`src/rtl/arbiter_2req_pkg.sv`:
```
// Shared state encoding and sizing helper for the two-requester arbiter.
package arbiter_2req_pkg;

    typedef enum logic [1:0] {
        ST_IDLE = 2'b00,
        ST_GNT0 = 2'b01,
        ST_GNT1 = 2'b10
    } state_t;

    // Counter width: clog2(limit+1), never narrower than one bit.
    function automatic int unsigned hold_cnt_width(input int unsigned limit);
        return (limit == 0) ? 1 : $clog2(limit + 1);
    endfunction

endpackage

```
`src/rtl/arb_hold_counter.sv`:
```
// Counts contended grant cycles; o_limit flags the cycle that completes LIMIT of them.
module arb_hold_counter
    import arbiter_2req_pkg::*;
#(
    parameter int unsigned LIMIT = 0
) (
    input  logic i_clock,
    input  logic i_reset,
    input  logic i_en,
    input  logic i_clear,
    output logic o_limit
);

    localparam int unsigned CW = hold_cnt_width(LIMIT);
    localparam logic [CW-1:0] LAST = CW'((LIMIT == 0) ? 0 : LIMIT - 1);

    logic [CW-1:0] r_count;

    always_ff @(posedge i_clock or posedge i_reset) begin
        if (i_reset) begin
            r_count <= '0;
        end else if (i_clear) begin
            r_count <= '0;
        end else if (i_en && (LIMIT != 0)) begin
            r_count <= r_count + 1'b1;
        end
    end

    // The current contended cycle is the LIMIT-th one, so the holder leaves at this edge.
    assign o_limit = (LIMIT != 0) && i_en && (r_count == LAST);

endmodule

```
`src/rtl/arbiter_2req.sv`:
```
// Two-agent grant FSM with registered, mutually exclusive grants and optional hold limit.
// ARB_ROUND_ROBIN_EN: IDLE ties go to the agent not granted last instead of agent 0.
module arbiter_2req
    import arbiter_2req_pkg::*;
#(
    parameter int unsigned HOLD_LIMIT = 0
) (
    input  logic i_clock,
    input  logic i_reset,
    input  logic i_req_0,
    input  logic i_req_1,
    output logic o_gnt_0,
    output logic o_gnt_1
);

    state_t r_state;
    logic   r_gnt_0;
    logic   r_gnt_1;
    logic   r_favour;
    logic   r_favour_1;
`ifdef ARB_ROUND_ROBIN_EN
    logic   r_last_1;
`endif

    logic w_other_req;
    logic w_hold_en;
    logic w_hold_clear;
    logic w_limit;
    logic w_leave;
    logic w_sel_0;
    logic w_sel_1;

    assign w_other_req = (r_state == ST_GNT0) ? i_req_1 :
                         (r_state == ST_GNT1) ? i_req_0 : 1'b0;
    assign w_hold_en   = (r_state != ST_IDLE) && w_other_req;
    assign w_leave     = ((r_state == ST_GNT0) && (!i_req_0 || w_limit)) ||
                         ((r_state == ST_GNT1) && (!i_req_1 || w_limit));
    assign w_hold_clear = (r_state == ST_IDLE) || !w_other_req || w_leave;

    arb_hold_counter #(
        .LIMIT (HOLD_LIMIT)
    ) u_hold (
        .i_clock (i_clock),
        .i_reset (i_reset),
        .i_en    (w_hold_en),
        .i_clear (w_hold_clear),
        .o_limit (w_limit)
    );

    // IDLE arbitration: a pending favour from a forced release beats the tie rule.
    always_comb begin
        w_sel_0 = 1'b0;
        w_sel_1 = 1'b0;
        if (r_favour && r_favour_1 && i_req_1) begin
            w_sel_1 = 1'b1;
        end else if (r_favour && !r_favour_1 && i_req_0) begin
            w_sel_0 = 1'b1;
        end else if (i_req_0 && i_req_1) begin
`ifdef ARB_ROUND_ROBIN_EN
            w_sel_0 = r_last_1;
            w_sel_1 = !r_last_1;
`else
            w_sel_0 = 1'b1;
`endif
        end else if (i_req_0) begin
            w_sel_0 = 1'b1;
        end else if (i_req_1) begin
            w_sel_1 = 1'b1;
        end
    end

    always_ff @(posedge i_clock or posedge i_reset) begin
        if (i_reset) begin
            r_state    <= ST_IDLE;
            r_gnt_0    <= 1'b0;
            r_gnt_1    <= 1'b0;
            r_favour   <= 1'b0;
            r_favour_1 <= 1'b0;
`ifdef ARB_ROUND_ROBIN_EN
            r_last_1   <= 1'b1;
`endif
        end else begin
            case (r_state)
                ST_IDLE: begin
                    if (w_sel_0) begin
                        r_state  <= ST_GNT0;
                        r_gnt_0  <= 1'b1;
                        r_favour <= 1'b0;
`ifdef ARB_ROUND_ROBIN_EN
                        r_last_1 <= 1'b0;
`endif
                    end else if (w_sel_1) begin
                        r_state  <= ST_GNT1;
                        r_gnt_1  <= 1'b1;
                        r_favour <= 1'b0;
`ifdef ARB_ROUND_ROBIN_EN
                        r_last_1 <= 1'b1;
`endif
                    end
                end
                ST_GNT0: begin
                    if (!i_req_0 || w_limit) begin
                        r_state <= ST_IDLE;
                        r_gnt_0 <= 1'b0;
                        if (w_limit) begin
                            r_favour   <= 1'b1;
                            r_favour_1 <= 1'b1;
                        end
                    end
                end
                ST_GNT1: begin
                    if (!i_req_1 || w_limit) begin
                        r_state <= ST_IDLE;
                        r_gnt_1 <= 1'b0;
                        if (w_limit) begin
                            r_favour   <= 1'b1;
                            r_favour_1 <= 1'b0;
                        end
                    end
                end
                default: begin
                    r_state <= ST_IDLE;
                    r_gnt_0 <= 1'b0;
                    r_gnt_1 <= 1'b0;
                end
            endcase
        end
    end

    assign o_gnt_0 = r_gnt_0;
    assign o_gnt_1 = r_gnt_1;

endmodule

```
`config.mk`:
```
export PLATFORM = sky130hd
export DESIGN_NAME = arbiter_2req
export DESIGN_NICKNAME = d
export VERILOG_FILES = /design/src/rtl/arbiter_2req_pkg.sv /design/src/rtl/arb_hold_counter.sv /design/src/rtl/arbiter_2req.sv
export SDC_FILE = /design/constraint.sdc
export NUM_CORES = 1
export LEC_CHECK = 0
export CAP_MARGIN = 20
export CORE_AREA = 2 2 39 41
export DETAILED_ROUTE_END_ITERATION = 6
export DIE_AREA = 0 0 41 43
export PLACE_DENSITY_LB_ADDON = 0.15
export SYNTH_ARGS = -nofsm -noshare
export SYNTH_HDL_FRONTEND = slang
export SYNTH_SLANG_ARGS = --single-unit
```
`constraint.sdc`:
```
create_clock -name i_clock -period 1.1 [get_ports i_clock]
set_clock_uncertainty 0.05 [all_clocks]
set_input_delay 0.165 -clock i_clock [delete_from_list [all_inputs] [get_ports i_clock]]
set_output_delay 0.165 -clock i_clock [all_outputs]
set_load 0.02 [all_outputs]
```
==> summary.txt <==
Power
  • Power Internal: 0.3444 mW
  • Combinational share of power: 0.214
  • Power Total: 0.4541 mW
  • PwrDens: 1704 nW/um2
  • Leak: 0.1351 nW
  • Clk pwr share: 0.399
  • Sw frac: 0.2417
  • Net Sw Power: 0.1098 mW
  • Seq pwr share: 0.387
  • Maximum vdd drop: 0.4505 mV

Die
  • Die height: 43 um
  • Initial Util: 0.1175
  • Die Wd: 41 um
  • I/O Pins: 6
  • # rows: 14
  • Core area: 1384 um2
  • Die area: 1763 um2

Finish
  • Nets@finish: 29
  • Share of cells above drive strength 1: 0.3913
  • Ant. Diodes: 0
  • Final Instance Count excl. Fillers: 39
  • Area Growth Syn to Fin: 63.85%

Place
  • Placed cell count: 36
  • Buffers on Ports: 5
  • Post-DP HPWL: 239.7 um
  • Final RePlAce weighted congestion: 0.6003

Timing
  • Final Hold Viols: 0
  • Slew @ Worst Pin: 147.6 ps
  • Slew margin rel.: 0.9015
  • Achievable Freq: 939.5 MHz
  • RSZ-0062 raised after global routing: false
  • Max-slew violations: 0
  • Post-route minimum period: 1064 ps
  • Final setup violation count: 0
  • Final worst-path cycle share: 0.9676

Job
  • Max-cap violations: 0

Critical path
  • Slowest-stage cell, CP: dfrtp_1
  • Top cell family by delay on the critical path: flip-flops
  • Worst path cell trace: clkdlybuf4s15_2
  • CP endpoint kind: output port
  • Setup crit start: o_gnt_1
  • CP bufs+invs: 1
  • Setup CP Type: reg2out
  • Reg2reg path depth: 2
  • Critical Path Max Stage Delay: 360 ps
  • Worst Path Max Fanout: 2
  • CP Launch Type: register
  • Worst EP required: 880 ps
  • R2R Path Start: o_gnt_0
  • Worst path depth: 1
  • Setup crit end: o_gnt_1
  • Arr. time, crit path: 850 ps
  • Worst R2R Setup Slack: 160 ps
  • Reg-to-Reg End: o_gnt_0

GRT
  • Vias in the first global route: 137
  • Grt met3 use: 0.03141
  • Grt met1 use: 0.04545
  • Largest net degree at the start of global routing: 5
  • Antenna violations before repair: 0
  • Met2 usage: 0.04688
  • Grt total ovfl: 0
  • Global route hottest layer: met4
  • First-pass GRT wire length: 469 um
  • Overall routing resource usage: 0.04733

Clocking
  • CTS Hold Bufs: 0
  • Clock buffer count from CTS: 3
  • CTS root buffer: clkbuf_4
  • H-tree levels: 1
  • Clock Sinks: 4
  • Post-CTS Setup Inserts: 0
  • Worst-path clk slew: 40 ps
  • Clock Tree Buf Depth: 2
  • TritonCTS clock tree: built
  • Clock latency on the worst-skew pair: 230 ps
  • Gates resized, CTS repair: 6

Synth
  • XOR/XNOR Fraction of Synth Area: 0
  • Seq/Total Area, Yosys: 0.6154
  • Synth top area share: 0.6154
  • Main combinational cell family by area after synthesis: simple AND/OR/NAND/NOR gates
  • Post-Synth Adder-Cell Area: 0.06923
  • Mux share of post-synthesis cell area: 0
  • Post-Synth Simple-Gate Area: 0.1462
  • Cell taking the most area after synthesis: dfrtp_1
  • Cells after synthesis: 13
  • Synth unique cells: 8
  • Syn avg cell area: 12.51 um2
  • Mapped cell area: 162.7 um2
  • Mapped Nets: 17
  • FF+latch count, synth: 4
  • Compound-Gate Fraction of Synth Area: 0.1000
  • Yosys warnings: 0
  • Area contributors post-synth: dfrtp_1 (62%), nor2b_4 (8.5%), inv_1 (6.9%), maj3_2 (6.9%), o21ba_1 (6.2%)

Drt
  • Wire per inst: 7.564 um
  • DRC viols: 0
  • Iter 0 DRT Violations: 1
  • Final wirelength: 295 um
  • Vias per std cell: 3.282
  • Antenna-violating nets left: 0
  • Vias: 128
  • Pre-antenna DRT Iters: 2

Hold path
  • Hold Crit Class: in2async

Outcome
  • Status: finished, final reports clean
==> worst min-delay path by stage <==
stage                       endpoint  slack, ps  cells past startpoint
final                     r_state[0]         60                      2
after global routing      r_state[0]         70                      2
after CTS                 r_state[0]         60                      2
after detailed placement  r_state[0]        320                      2
after global placement    r_state[0]        320                      2
after floorplan              o_gnt_0       -120                      1
==> metrics by stage <==
stage / area (um2) / util / TNS [ps] / hold slack, ps / setup slack, ps
6_report: 266.5 / 0.1926 / 0 / 59.99 / 35.60
5_1_grt: 266.5 / 0.1926 / 0 / 68.53 / 3.783
4_1_cts: 272.8 / 0.1971 / 0 / 62.38 / 4.299
3_5_place_dp: 247.7 / 0.1790 / -218.2 / 315.9 / -116.7
3_3_place_gp: 247.7 / 0.1790 / -204.8 / 315.8 / -103.2
2_1_floorplan: 162.7 / - / 0 / -118.9 / 190.8
==> state kept, by name, summed over array words and instances (netlist names) <==
register / count
r_state: 2
o_gnt_0: 1
o_gnt_1: 1
==> cells in the final DEF, fill, tap and decap left out <==
cell type	count
buf_2	1
buf_4	2
clkbuf_4	3
clkdlybuf4s15_2	1
clkdlybuf4s50_1	3
dfrtp_1	4
inv_1	3
maj3_2	1
nand2b_1	1
nor2_1	1
nor2b_4	1
o21ba_1	1
o22ai_1	1
==> kinds of logic (layout without fill, tap and decap cells) <==
| kind of cell | Yosys count | in the layout |
|---|---|---|
| flops | 4 | 4 |
| simple gates | 3 | 3 |
| buf+inv | 3 | 13 |
| compound gates | 2 | 2 |
| fa+ha+maj | 1 | 1 |
==> power groups by stage <==
| stage | combinational [mW] | sequential [mW] | clock (mW) |
|---|---|---|---|
| floorplan | 0.0301 | 0.193 | 0 |
| global placement | 0.107 | 0.178 | 0 |
| detailed placement | 0.106 | 0.178 | 0 |
| CTS | 0.103 | 0.177 | 0.193 |
| global route | 0.104 | 0.179 | 0.203 |
| finish | 0.0974 | 0.176 | 0.181 |
==> synthesized netlist by cell type, drive strengths merged <==
cell / count
dfrtp: 4
inv: 3
maj3: 1
nand2b: 1
nor2: 1
nor2b: 1
o21ba: 1
o22ai: 1
==> layer usage <==
metal | wire length [um] | vias up
met2 | 123 | 8
li1 | - | 60
met1 | 122 | 58
met3 | 34 | 2
met4 | 14 | 0
met5 | 0 | -
==> cell type report <==
class | instances | area, um2
clock buffer | 3 | 22.52
fill | 151 | 1117
inverter | 3 | 11.26
multi-input combinational | 6 | 51.30
sequential | 4 | 100.1
tap | 16 | 20.02
timing repair buffer | 7 | 61.31
Power figures use the tool's default switching activity.
